**src/rtl/dff_skid.sv**
```systemverilog
// Registered valid/ready stage with a one-word skid buffer: data, valid and
// ready are all flops, so no combinational path crosses between the two sides.
package dffx;
  typedef int unsigned dff_bits_count;
endpackage

module dff_skid #(
  parameter dffx::dff_bits_count BITS_COUNT = 8
) (
  input  logic                  clk,
  input  logic                  reset_n,
  input  logic                  s_valid,
  output logic                  s_ready,
  input  logic [BITS_COUNT-1:0] s_data,
  output logic                  m_valid,
  input  logic                  m_ready,
  output logic [BITS_COUNT-1:0] m_data,
  output logic [1:0]            count
);

  typedef enum logic [1:0] {
    EMPTY = 2'd0,
    ONE   = 2'd1,
    TWO   = 2'd2
  } state_t;

  state_t                  state, state_nxt;
  logic [BITS_COUNT-1:0]   main_p0, skid_p0;
  logic                    in_fire, out_fire;
  logic                    load_main_in, load_main_skid, load_skid;

  assign in_fire  = s_valid & s_ready;
  assign out_fire = m_valid & m_ready;
  assign m_data   = main_p0;

  always_comb begin
    state_nxt      = state;
    load_main_in   = 1'b0;
    load_main_skid = 1'b0;
    load_skid      = 1'b0;
    case (state)
      EMPTY: begin
        if (in_fire) begin
          load_main_in = 1'b1;
          state_nxt    = ONE;
        end
      end
      ONE: begin
        if (in_fire && out_fire) begin
          load_main_in = 1'b1;
        end else if (in_fire) begin
          load_skid = 1'b1;
          state_nxt = TWO;
        end else if (out_fire) begin
          state_nxt = EMPTY;
        end
      end
      TWO: begin
        if (out_fire) begin
          load_main_skid = 1'b1;
          state_nxt      = ONE;
        end
      end
      default: state_nxt = EMPTY;
    endcase
  end

  // Control flops mirror the decode of the state being entered.
  always_ff @(posedge clk) begin
    if (!reset_n) begin
      state   <= EMPTY;
      s_ready <= 1'b0;
      m_valid <= 1'b0;
      count   <= 2'd0;
    end else begin
      state   <= state_nxt;
      s_ready <= (state_nxt != TWO);
      m_valid <= (state_nxt != EMPTY);
      count   <= (state_nxt == TWO) ? 2'd2 : (state_nxt == ONE) ? 2'd1 : 2'd0;
    end
  end

  // Stage 0: main and skid word registers
  always_ff @(posedge clk) begin
    if (!reset_n) begin
      main_p0 <= '0;
      skid_p0 <= '0;
    end else begin
      if (load_main_in)
        main_p0 <= s_data;
      else if (load_main_skid)
        main_p0 <= skid_p0;
      if (load_skid)
        skid_p0 <= s_data;
    end
  end

  a_count_max: assert property (@(posedge clk) count <= 2'd2);
  a_valid_count: assert property (@(posedge clk) m_valid == (count != 2'd0));
  a_ready_count: assert property (@(posedge clk) disable iff (!reset_n)
                                  $past(reset_n) |-> (s_ready == (count != 2'd2)));

endmodule

```
**config.mk**
```make
export PLATFORM = sky130hd
export DESIGN_NAME = dff_skid
export DESIGN_NICKNAME = d
export VERILOG_FILES = /design/src/rtl/dff_skid.sv
export SDC_FILE = /design/constraint.sdc
export NUM_CORES = 1
export LEC_CHECK = 0
export CAP_MARGIN = 20
export CELL_PAD_IN_SITES_DETAIL_PLACEMENT = 2
export CELL_PAD_IN_SITES_GLOBAL_PLACEMENT = 2
export CORE_UTILIZATION = 32
export CTS_CLUSTER_DIAMETER = 50
export DETAILED_ROUTE_END_ITERATION = 12
export DONT_BUFFER_PORTS = 1
export PLACE_DENSITY = 0.71
export REMOVE_ABC_BUFFERS = 1
export SYNTH_ARGS = -nofsm -noshare
export SYNTH_HDL_FRONTEND = slang
export SYNTH_SLANG_ARGS = --single-unit
```
**constraint.sdc**
```tcl
create_clock -name clk -period 1.2 [get_ports clk]
set_clock_uncertainty 0.1 [all_clocks]
set_input_delay 0.18 -clock clk [delete_from_list [all_inputs] [get_ports clk]]
set_output_delay 0.18 -clock clk [all_outputs]
set_load 0.03 [all_outputs]
```
==> results of run 1 <==
placed cells by master (no fill, tap or decap), drive strengths merged:
master,n
and3b,1
o31ai,8
and2,2
dfxtp,22
nand4,1
buf,24
a31oi,8
and4,2
dlygate4sd3,6
a21o,1
nand2b,1
a21boi,11
a21bo,1
nor2b,1
clkbuf,3
nand3,8
bufinv,1
nand4b,2
and4b,1
nand3b,3
o21ai,9
nand2,19
synthesized netlist by cell type:
library cell,number
nand2b_1,1
a21boi_1,8
nand2_1,18
buf_6,2
dfxtp_1,22
a21boi_0,2
nand4b_1,2
buf_4,1
clkbuf_1,1
and3b_1,1
and2_1,2
nand2_2,1
nand3_1,8
and4b_1,1
o31ai_1,8
a21bo_2,1
nand3b_1,1
a31oi_1,8
a21boi_4,1
nand4_1,1
buf_2,3
o21ai_0,9
a21o_1,1
nor2b_1,1
nand3b_4,1
and4_1,2
where the power goes:
group / switching (mW) / internal [mW] / leakage, nW
Combinational: 0.194 / 0.171 / 0.318
Clock: 0.244 / 0.338 / 0.0279
Sequential: 0.0486 / 0.773 / 0.182
Total: 0.487 / 1.28 / 0.528
worst max-delay path, delay by kind of cell (launching register included):
kind            cells  cell delay (ns)
compound gates      3             0.45
flops               1             0.40
buf+inv             2             0.29
kinds of logic after synthesis:
| family | after synthesis | synth area share |
|---|---|---|
| and+or+nand+nor | 40 | 0.2306 |
| AOI/OAI and AO/OA | 38 | 0.2713 |
| DFF | 22 | 0.4484 |
| buffers and inverters | 7 | 0.04967 |
layer usage:
layer / track usage / vias to the layer above / share of wire
li1: - / 451 / -
met1: 0.2197 / 462 / 0.43
met2: 0.3522 / 19 / 0.53
met3: 0.03855 / 2 / 0.026
met4: 0.09408 / 0 / 0.0085
met5: 0 / - / 0
worst paths after layout:
| path | from | to | slack, ns | cells past startpoint |
|---|---|---|---|---|
| setup / recovery | m_valid | m_data[6] | -0.12 | 5 |
| hold / removal | reset_n | m_data[1] | -0.13 | 2 |
| setup reg to reg | m_valid | m_data[6] | -0.12 | 5 |
| hold reg to reg | m_data[0] | m_data[0] | 0.38 | 2 |
sequential cells by signal, summed over array words and instances (netlist names):
signal,flops
skid_p0,8
m_data,8
m_valid,1
state,2
s_ready,1
count,2
metrics by stage:
stage                     power [mW]  utilization  setup TNS [ns]  std cells  area (µm²)
after floorplan               0.9985            -          -3.114        100       933.4
after global placement         1.103       0.3985         -0.5826        150        1127
after detailed placement       1.120       0.3985          -2.022        150        1127
after CTS                      1.727       0.4489         -0.7513        161        1270
after global routing           1.850       0.4839          -1.651        166        1369
final                          1.769       0.4839         -0.7049        166        1369
cell type report:
| type | count | area [µm²] | area share |
|---|---|---|---|
| multi-input combinational | 79 | 554.3 | 0.4049 |
| sequential | 22 | 455.4 | 0.3327 |
| timing repair buffer | 30 | 267.8 | 0.1956 |
| tap | 31 | 38.79 | 0.02834 |
| clock inverter | 1 | 30.03 | 0.02194 |
| clock buffer | 3 | 22.52 | 0.01645 |
what timing repair did:
action / in CTS / in global routing
hold endpoints to repair: 22 / 22
resized for setup: 10 / 18
setup buffers: 1 / 4
setup endpoints to repair: 24 / 24
gates cloned: 0 / 1
==> results.yml, run 1 <==
outcome:
  status: "complete, but fails checks"
  violations: "design-rule violations, negative hold slack, negative setup slack"
placed_design:
  post-place-ws_ns: -0.1261
  hpwlAfterDp_um: 1993
  io_buffers: 0
  gp_congestion: 0.6925
logic_synthesis:
  netlist_area_um2: 982.2
  syn_inst: 107
  yosysTopAreaCell: "dfxtp_1"
  yosys_warnings: 0
  synth_top_area_share: 0.4484
  synth-seq-area-share: 0.4484
  avgSynthCellArea_um2: 9.179
  synth.distinct_cells: 26
  synth-seq-cells: 22
  synth.area.top_cells: "dfxtp_1, nand2_1, a21boi_1"
drt:
  routedWlPerCell_um: 20.55
  drtIter0Drc: 27
  drc: 2
  vias: 934
  wirelength_um: 3412
  viasPerCell: 5.627
  drt_pass1_iterations: 8
  drtAntennaViolNets: 0
timing:
  rsz0062_at_grt: "true"
  setup_viol: 17
  hold_violations: 22
  timing.final.ws_setup_ns: -0.1250
  worst_slew_pin_slew_ns: 0.3191
  finalCritPeriodShare: 1.104
  fmax_mhz: 754.7
  maxSlewHeadroom: 0.7870
  slew_violations: 0
  final.min_clock_period_ns: 1.325
  fin_hold_ws_ns: -0.1298
global_route:
  overflow: 0
  track_usage: 0.1959
  grt_pass1_wl_um: 4809
  grt_start_max_net_pins: 23
  antenna_found_initial: 0
  grt_pass1_vias: 1025
setup_path:
  endpoint_kind: "flip-flop"
  path_class: "reg2reg"
  slowest_stage: "dfxtp_4"
  start_kind: "flip-flop"
  crit_fanout: 16
  cp_data_arrival_time_ns: 1.46
  cp_cell_sequence: "buf_6, a21boi_4, buf_12, o31ai_2, a31oi_1"
  cp.required_ns: 1.33
  cp_slowest_stage_delay_ns: 0.40
clocking:
  cts_made_buffers: 3
  cts.sinks: 22
  tritoncts: "done"
  clk_latency_ns: 0.31
  clk_pin_slew_ns: 0.13
  cts_hold_buf: 6
  root_buffer: "clkbuf_4"
  cts.path.max_buffers: 2
  h-tree-depth: 1
finish:
  antenna_cells: 0
  area_delta_synth_final_pct: 39.36
  final_layout_size_suffix_gt1_frac: 0.3407
  nNetsFinal: 148
  num-fill-cells: 313
pwr:
  vdd_drop_max_v: 0.0007172
  powerDensity_nw_per_um2: 1293
  leakage_nw: 0.5284
floorplanning:
  die_y_um: 57.40
  core-area_um2: 2829
  die_area_um2: 3295
  die_w_um: 57.40
  io_pins: 24
  num_rows: 19
  initial_core_util: 0.3472
job:
  drv_cap: 0
hold_path:
  hold_path.class: "in2reg"
No activity file was read; power rests on OpenSTA's default activity.
==> run 2: changes to the inputs <==
--- a/config.mk
+++ b/config.mk
@@ -12,7 +12,7 @@
 export CTS_CLUSTER_DIAMETER = 50
 export DETAILED_ROUTE_END_ITERATION = 12
 export DONT_BUFFER_PORTS = 1
-export PLACE_DENSITY = 0.71
+export PLACE_DENSITY_LB_ADDON = 0.2
 export REMOVE_ABC_BUFFERS = 1
 export SYNTH_ARGS = -nofsm -noshare
 export SYNTH_HDL_FRONTEND = slang
==> run 2 against run 1 <==
The flow still finishes with violations (design-rule violations, negative hold slack, negative setup slack); combinational power fell by 2%; sequential power fell by 0.9%; utilization fell by 1.8 points; via count fell by 1.9%; maximum frequency rose by 6.5%; first-iteration DRC count fell by 44%; global-route usage rose by 0.28 points; worst hold slack improved by 0.018 ns; wire length fell by 11%; non-clock buffer count fell by 1.
==> results.yml, run 2 (synthesized netlist as in run 1, its figures left out) <==
setup_path:
  path_delay_family: "compound AO/OA/AOI/OAI gates"
  cp_cell_sequence: "a21bo_2, nand2_2, a31oi_1"
  r2r-end: "m_data[4]"
  start_kind: "flip-flop"
  endpoint_kind: "flip-flop"
  path_class: "reg2reg"
  r2r_cells: 3
  cp_slowest_stage_delay_ns: 0.38
  cp_data_arrival_time_ns: 1.38
  crit_fanout: 11
  reg2reg_from: "state[0]"
  cp.required_ns: 1.34
  slowest_stage: "dfxtp_4"
  rrSetupSlack_ns: -0.04
  worst-path-buf-inv: 0
drt:
  viasPerCell: 5.620
  drt_pass1_iterations: 8
  drc: 2
  routedWlPerCell_um: 18.66
  wirelength_um: 3041
  drtAntennaViolNets: 0
  drtIter0Drc: 15
  vias: 916
finish:
  regArea_um2: 452.9
  utilization: 0.4657
  area_delta_synth_final_pct: 34.14
  final_cells: 163
  nNetsFinal: 146
  multi_input_area_um2: 521.8
  layout_common_cells: "nand2_1, dfxtp_1, buf_4"
  stdcell_area_um2: 1318
  num-fill-cells: 305
  final_layout_size_suffix_gt1_frac: 0.2955
  antenna_cells: 0
clocking:
  h-tree-depth: 1
  clk_pin_slew_ns: 0.12
  cts.path.max_buffers: 2
  cts_made_buffers: 3
  cts.sinks: 22
  clk_latency_ns: 0.31
  cts_hold_buf: 8
  tritoncts: "done"
  root_buffer: "clkbuf_4"
floorplanning:
  num_rows: 19
  die_w_um: 57.40
  die_y_um: 57.40
  core-area_um2: 2829
  io_pins: 24
  die_area_um2: 3295
  initial_core_util: 0.3472
global_route:
  grt_pass1_wl_um: 4947
  grt_pass1_vias: 1014
  track_usage: 0.1987
  overflow: 0
  grt_start_max_net_pins: 23
  antenna_found_initial: 0
timing:
  rsz0062_at_grt: "true"
  fmax_mhz: 803.7
  timing.final.ws_setup_ns: -0.04432
  slew_violations: 0
  maxSlewHeadroom: 0.8005
  worst_slew_pin_slew_ns: 0.2989
  fin_hold_ws_ns: -0.1116
  setup_viol: 19
  hold_violations: 22
  final.min_clock_period_ns: 1.244
  finalCritPeriodShare: 1.037
outcome:
  violations: "design-rule violations, negative hold slack, negative setup slack"
  status: "complete, but fails checks"
placed_design:
  placed_cell_area_um2: 1127
  gp_congestion: 0.6614
  io_buffers: 0
  hpwlAfterDp_um: 1842
  dp.cells: 150
hold_path:
  hold_path.class: "in2reg"
  worstHoldPathCells: 2
  hp-start: "reset_n"
  holdPathEnd: "m_data[0]"
job:
  drv_cap: 0
pwr:
  leakage_nw: 0.4934
  vdd_drop_max_v: 0.0005491
  powerDensity_nw_per_um2: 1149
## run 2: cell type report
| class | instances | share of cell area |
|---|---|---|
| Sequential cell | 22 | 0.3438 |
| Multi-Input combinational cell | 78 | 0.3960 |
| Clock buffer | 3 | 0.01709 |
| Timing Repair Buffer | 29 | 0.2137 |
| Tap cell | 31 | 0.02944 |
## run 2: power breakdown
group	switching (mW)	total [mW]	internal (mW)
Sequential	0.0403	0.815	0.775
Clock	0.222	0.340	0.117
Combinational	0.191	0.359	0.168
Total	0.453	1.51	1.06
## run 2: through the flow
stage	setup slack, ns	hold WS, ns	total power, mW	TNS, ns
2_1_floorplan	-0.1888	0.2017	0.9985	-3.114
3_3_place_gp	-0.02802	0.2061	1.110	-0.2892
3_5_place_dp	-0.1166	0.2131	1.121	-0.8636
4_1_cts	-0.03865	-0.1228	1.519	-0.2124
5_1_grt	-0.1094	-0.1282	1.584	-1.742
6_report	-0.04432	-0.1116	1.513	-0.3877
## run 2: per-layer routing
metal,part of all wire,wire length [µm],GRT usage,vias up
met5,0,0,0,-
met4,0.0072,22,0.04181,0
met3,0.025,76,0.03175,2
met2,0.52,1569,0.3754,18
met1,0.45,1373,0.2335,448
li1,-,-,-,448
## run 2: repair_timing
| item | in CTS | in global routing |
|---|---|---|
| pin swaps | 0 | 1 |
| setup endpoints to repair | 24 | 24 |
| gates resized for setup | 14 | 7 |
| endpoints found under the hold margin | 22 | 22 |
| buffers inserted | 2 | 0 |
## run 2: how the worst max path moves through the flow
| stage | start | end | slack (ns) | cells past startpoint |
|---|---|---|---|---|
| 6_report | state[0] | m_data[4] | -0.04 | 3 |
| 3_3_place_gp | state[0] | count[1] | -0.03 | 4 |
| 2_1_floorplan | s_ready | m_data[3] | -0.19 | 3 |
| 4_1_cts | state[0] | m_valid | -0.04 | 3 |
| 5_1_grt | s_ready | m_data[1] | -0.11 | 4 |
| 3_5_place_dp | state[0] | state[1] | -0.12 | 4 |
## run 2: worst reg2reg max path: cells and delay by family, from the launching register on
kind / cells / cell delay (ns)
compound gates: 2 / 0.50
flops: 1 / 0.38
simple gates: 1 / 0.19
==> run 3: changes to the inputs <==
--- a/config.mk
+++ b/config.mk
@@ -8,6 +8,7 @@
 export CAP_MARGIN = 20
 export CELL_PAD_IN_SITES_DETAIL_PLACEMENT = 2
 export CELL_PAD_IN_SITES_GLOBAL_PLACEMENT = 2
+export CORE_MARGIN = 2
 export CORE_UTILIZATION = 32
 export CTS_CLUSTER_DIAMETER = 50
 export DETAILED_ROUTE_END_ITERATION = 12
==> run 3 against run 2 <==
The run ends with negative hold slack, negative setup slack left; global-route usage fell by 0.91 points; clock-buffer cell count unchanged; non-clock buffer count down 3; die area rose by 7.1%; largest cell class unchanged; largest power group unchanged.
==> results.yml, run 3 (synthesized netlist as in run 1, its figures left out) <==
timing:
  maxSlewHeadroom: 0.8003
  hold_violations: 22
  setup_viol: 20
  finalCritPeriodShare: 1.078
  final.min_clock_period_ns: 1.293
  rsz0062_at_grt: "true"
  fin_hold_ws_ns: -0.1243
  slew_violations: 0
  worst_slew_pin_slew_ns: 0.2992
  fmax_mhz: 773.2
  timing.final.ws_setup_ns: -0.09328
floorplanning:
  die_w_um: 59.40
  die_area_um2: 3528
  io_pins: 24
  initial_core_util: 0.3298
  num_rows: 20
  die_y_um: 59.40
  core-area_um2: 2978
setup_path:
  cp.required_ns: 1.34
  path_class: "reg2reg"
  r2r_cells: 5
  crit_fanout: 8
  endpoint_kind: "flip-flop"
  start_kind: "flip-flop"
  cp_data_arrival_time_ns: 1.43
hold_path:
  hold_path.class: "in2reg"
  worstHoldPathCells: 2
finish:
  final_layout_size_suffix_gt1_frac: 0.2846
  regArea_um2: 450.4
  antenna_cells: 0
  multi_input_area_um2: 521.8
  layout_common_cells: "nand2_1, dfxtp_1, buf_4"
  area_delta_synth_final_pct: 34.65
  final_cells: 163
  num-fill-cells: 337
  nNetsFinal: 143
clocking:
  root_buffer: "clkbuf_4"
  cts_made_buffers: 3
  clk_latency_ns: 0.31
  cts_hold_buf: 5
  clk_pin_slew_ns: 0.13
  cts.path.max_buffers: 2
  tritoncts: "done"
  cts.sinks: 22
  h-tree-depth: 1
placed_design:
  dp.cells: 152
  gp_congestion: 0.7104
  post-place-ws_ns: -0.09939
  hpwlAfterDp_um: 1967
  io_buffers: 0
drt:
  routedWlPerCell_um: 18.48
  drtIter0Drc: 15
  viasPerCell: 5.761
  drt_pass1_iterations: 4
  wirelength_um: 3013
  drtAntennaViolNets: 0
  vias: 939
  drc: 0
outcome:
  status: "complete, but fails checks"
  violations: "negative hold slack, negative setup slack"
pwr:
  vdd_drop_max_v: 0.0006428
  leakage_nw: 0.4987
  powerDensity_nw_per_um2: 1328
  power_mw: 1.756
global_route:
  track_usage: 0.1895
  grt_pass1_wl_um: 4878
  overflow: 0
  grt_start_max_net_pins: 23
  antenna_found_initial: 0
  grt_pass1_vias: 982
job:
  drv_cap: 0
[run 3: cell types whose count changed in the layout (fill, tap and decap cells not counted), sizes merged]
cell,previous run,this run
bufinv,0,1
buf,21,20
dlygate4sd3,8,5
clkbuf,3,4
[run 3: layer usage]
layer / track usage / vias up / part of all wire
met5: 0 / - / 0
met4: 0.09740 / 0 / 0.018
met3: 0.02620 / 4 / 0.030
met2: 0.3265 / 17 / 0.53
met1: 0.2267 / 473 / 0.42
li1: - / 445 / -
[run 3: path summary, 6_finish.rpt]
kind                                 from        end  slack (ns)
worst max register to register    m_valid  m_data[1]       -0.09
worst max-delay path              m_valid  m_data[1]       -0.09
worst min register to register  m_data[5]  m_data[5]        0.38
worst min-delay path              reset_n  m_data[4]       -0.12
[run 3: cell type report]
cell class,count,share of cell area
clock buffers,3,0.01703
flip-flops and latches,22,0.3406
well taps,33,0.03122
repair buffers,26,0.1939
clock inverters,1,0.02271
multi-input cells,78,0.3945
[run 3: what timing repair did]
item / CTS / global route
endpoints found under the hold margin: 22 / 22
buffers inserted: 1 / 0
endpoints found under the setup margin: 24 / 23
pin swaps: 0 / 2
resized for setup: 15 / 3
gates cloned: 0 / 1
[run 3: critical path: stages, from the launching register on]
cell	delay (ns)
dfxtp_4	0.38
buf_6	0.12
a21boi_4	0.19
buf_12	0.16
o31ai_1	0.08
a31oi_1	0.19
[run 3: power by group]
| part | total [mW] | internal [mW] | leakage [nW] | switching (mW) |
|---|---|---|---|---|
| clock | 0.582 | 0.338 | 0.0279 | 0.244 |
| combinational | 0.358 | 0.169 | 0.289 | 0.189 |
| sequential | 0.816 | 0.775 | 0.182 | 0.0412 |
[run 3: per-stage QoR]
| step | hold slack, ns | utilization | setup TNS (ns) | area (µm²) |
|---|---|---|---|---|
| detailed placement | 0.2131 | 0.3794 | -0.9737 | 1130 |
| global placement | 0.2059 | 0.3794 | -0.2528 | 1130 |
| CTS | -0.1305 | 0.4303 | -0.4558 | 1281 |
| floorplan | 0.2017 | - | -3.114 | 933.4 |
| global route | -0.1488 | 0.4441 | -2.048 | 1323 |
| finish | -0.1243 | 0.4441 | -0.5648 | 1323 |
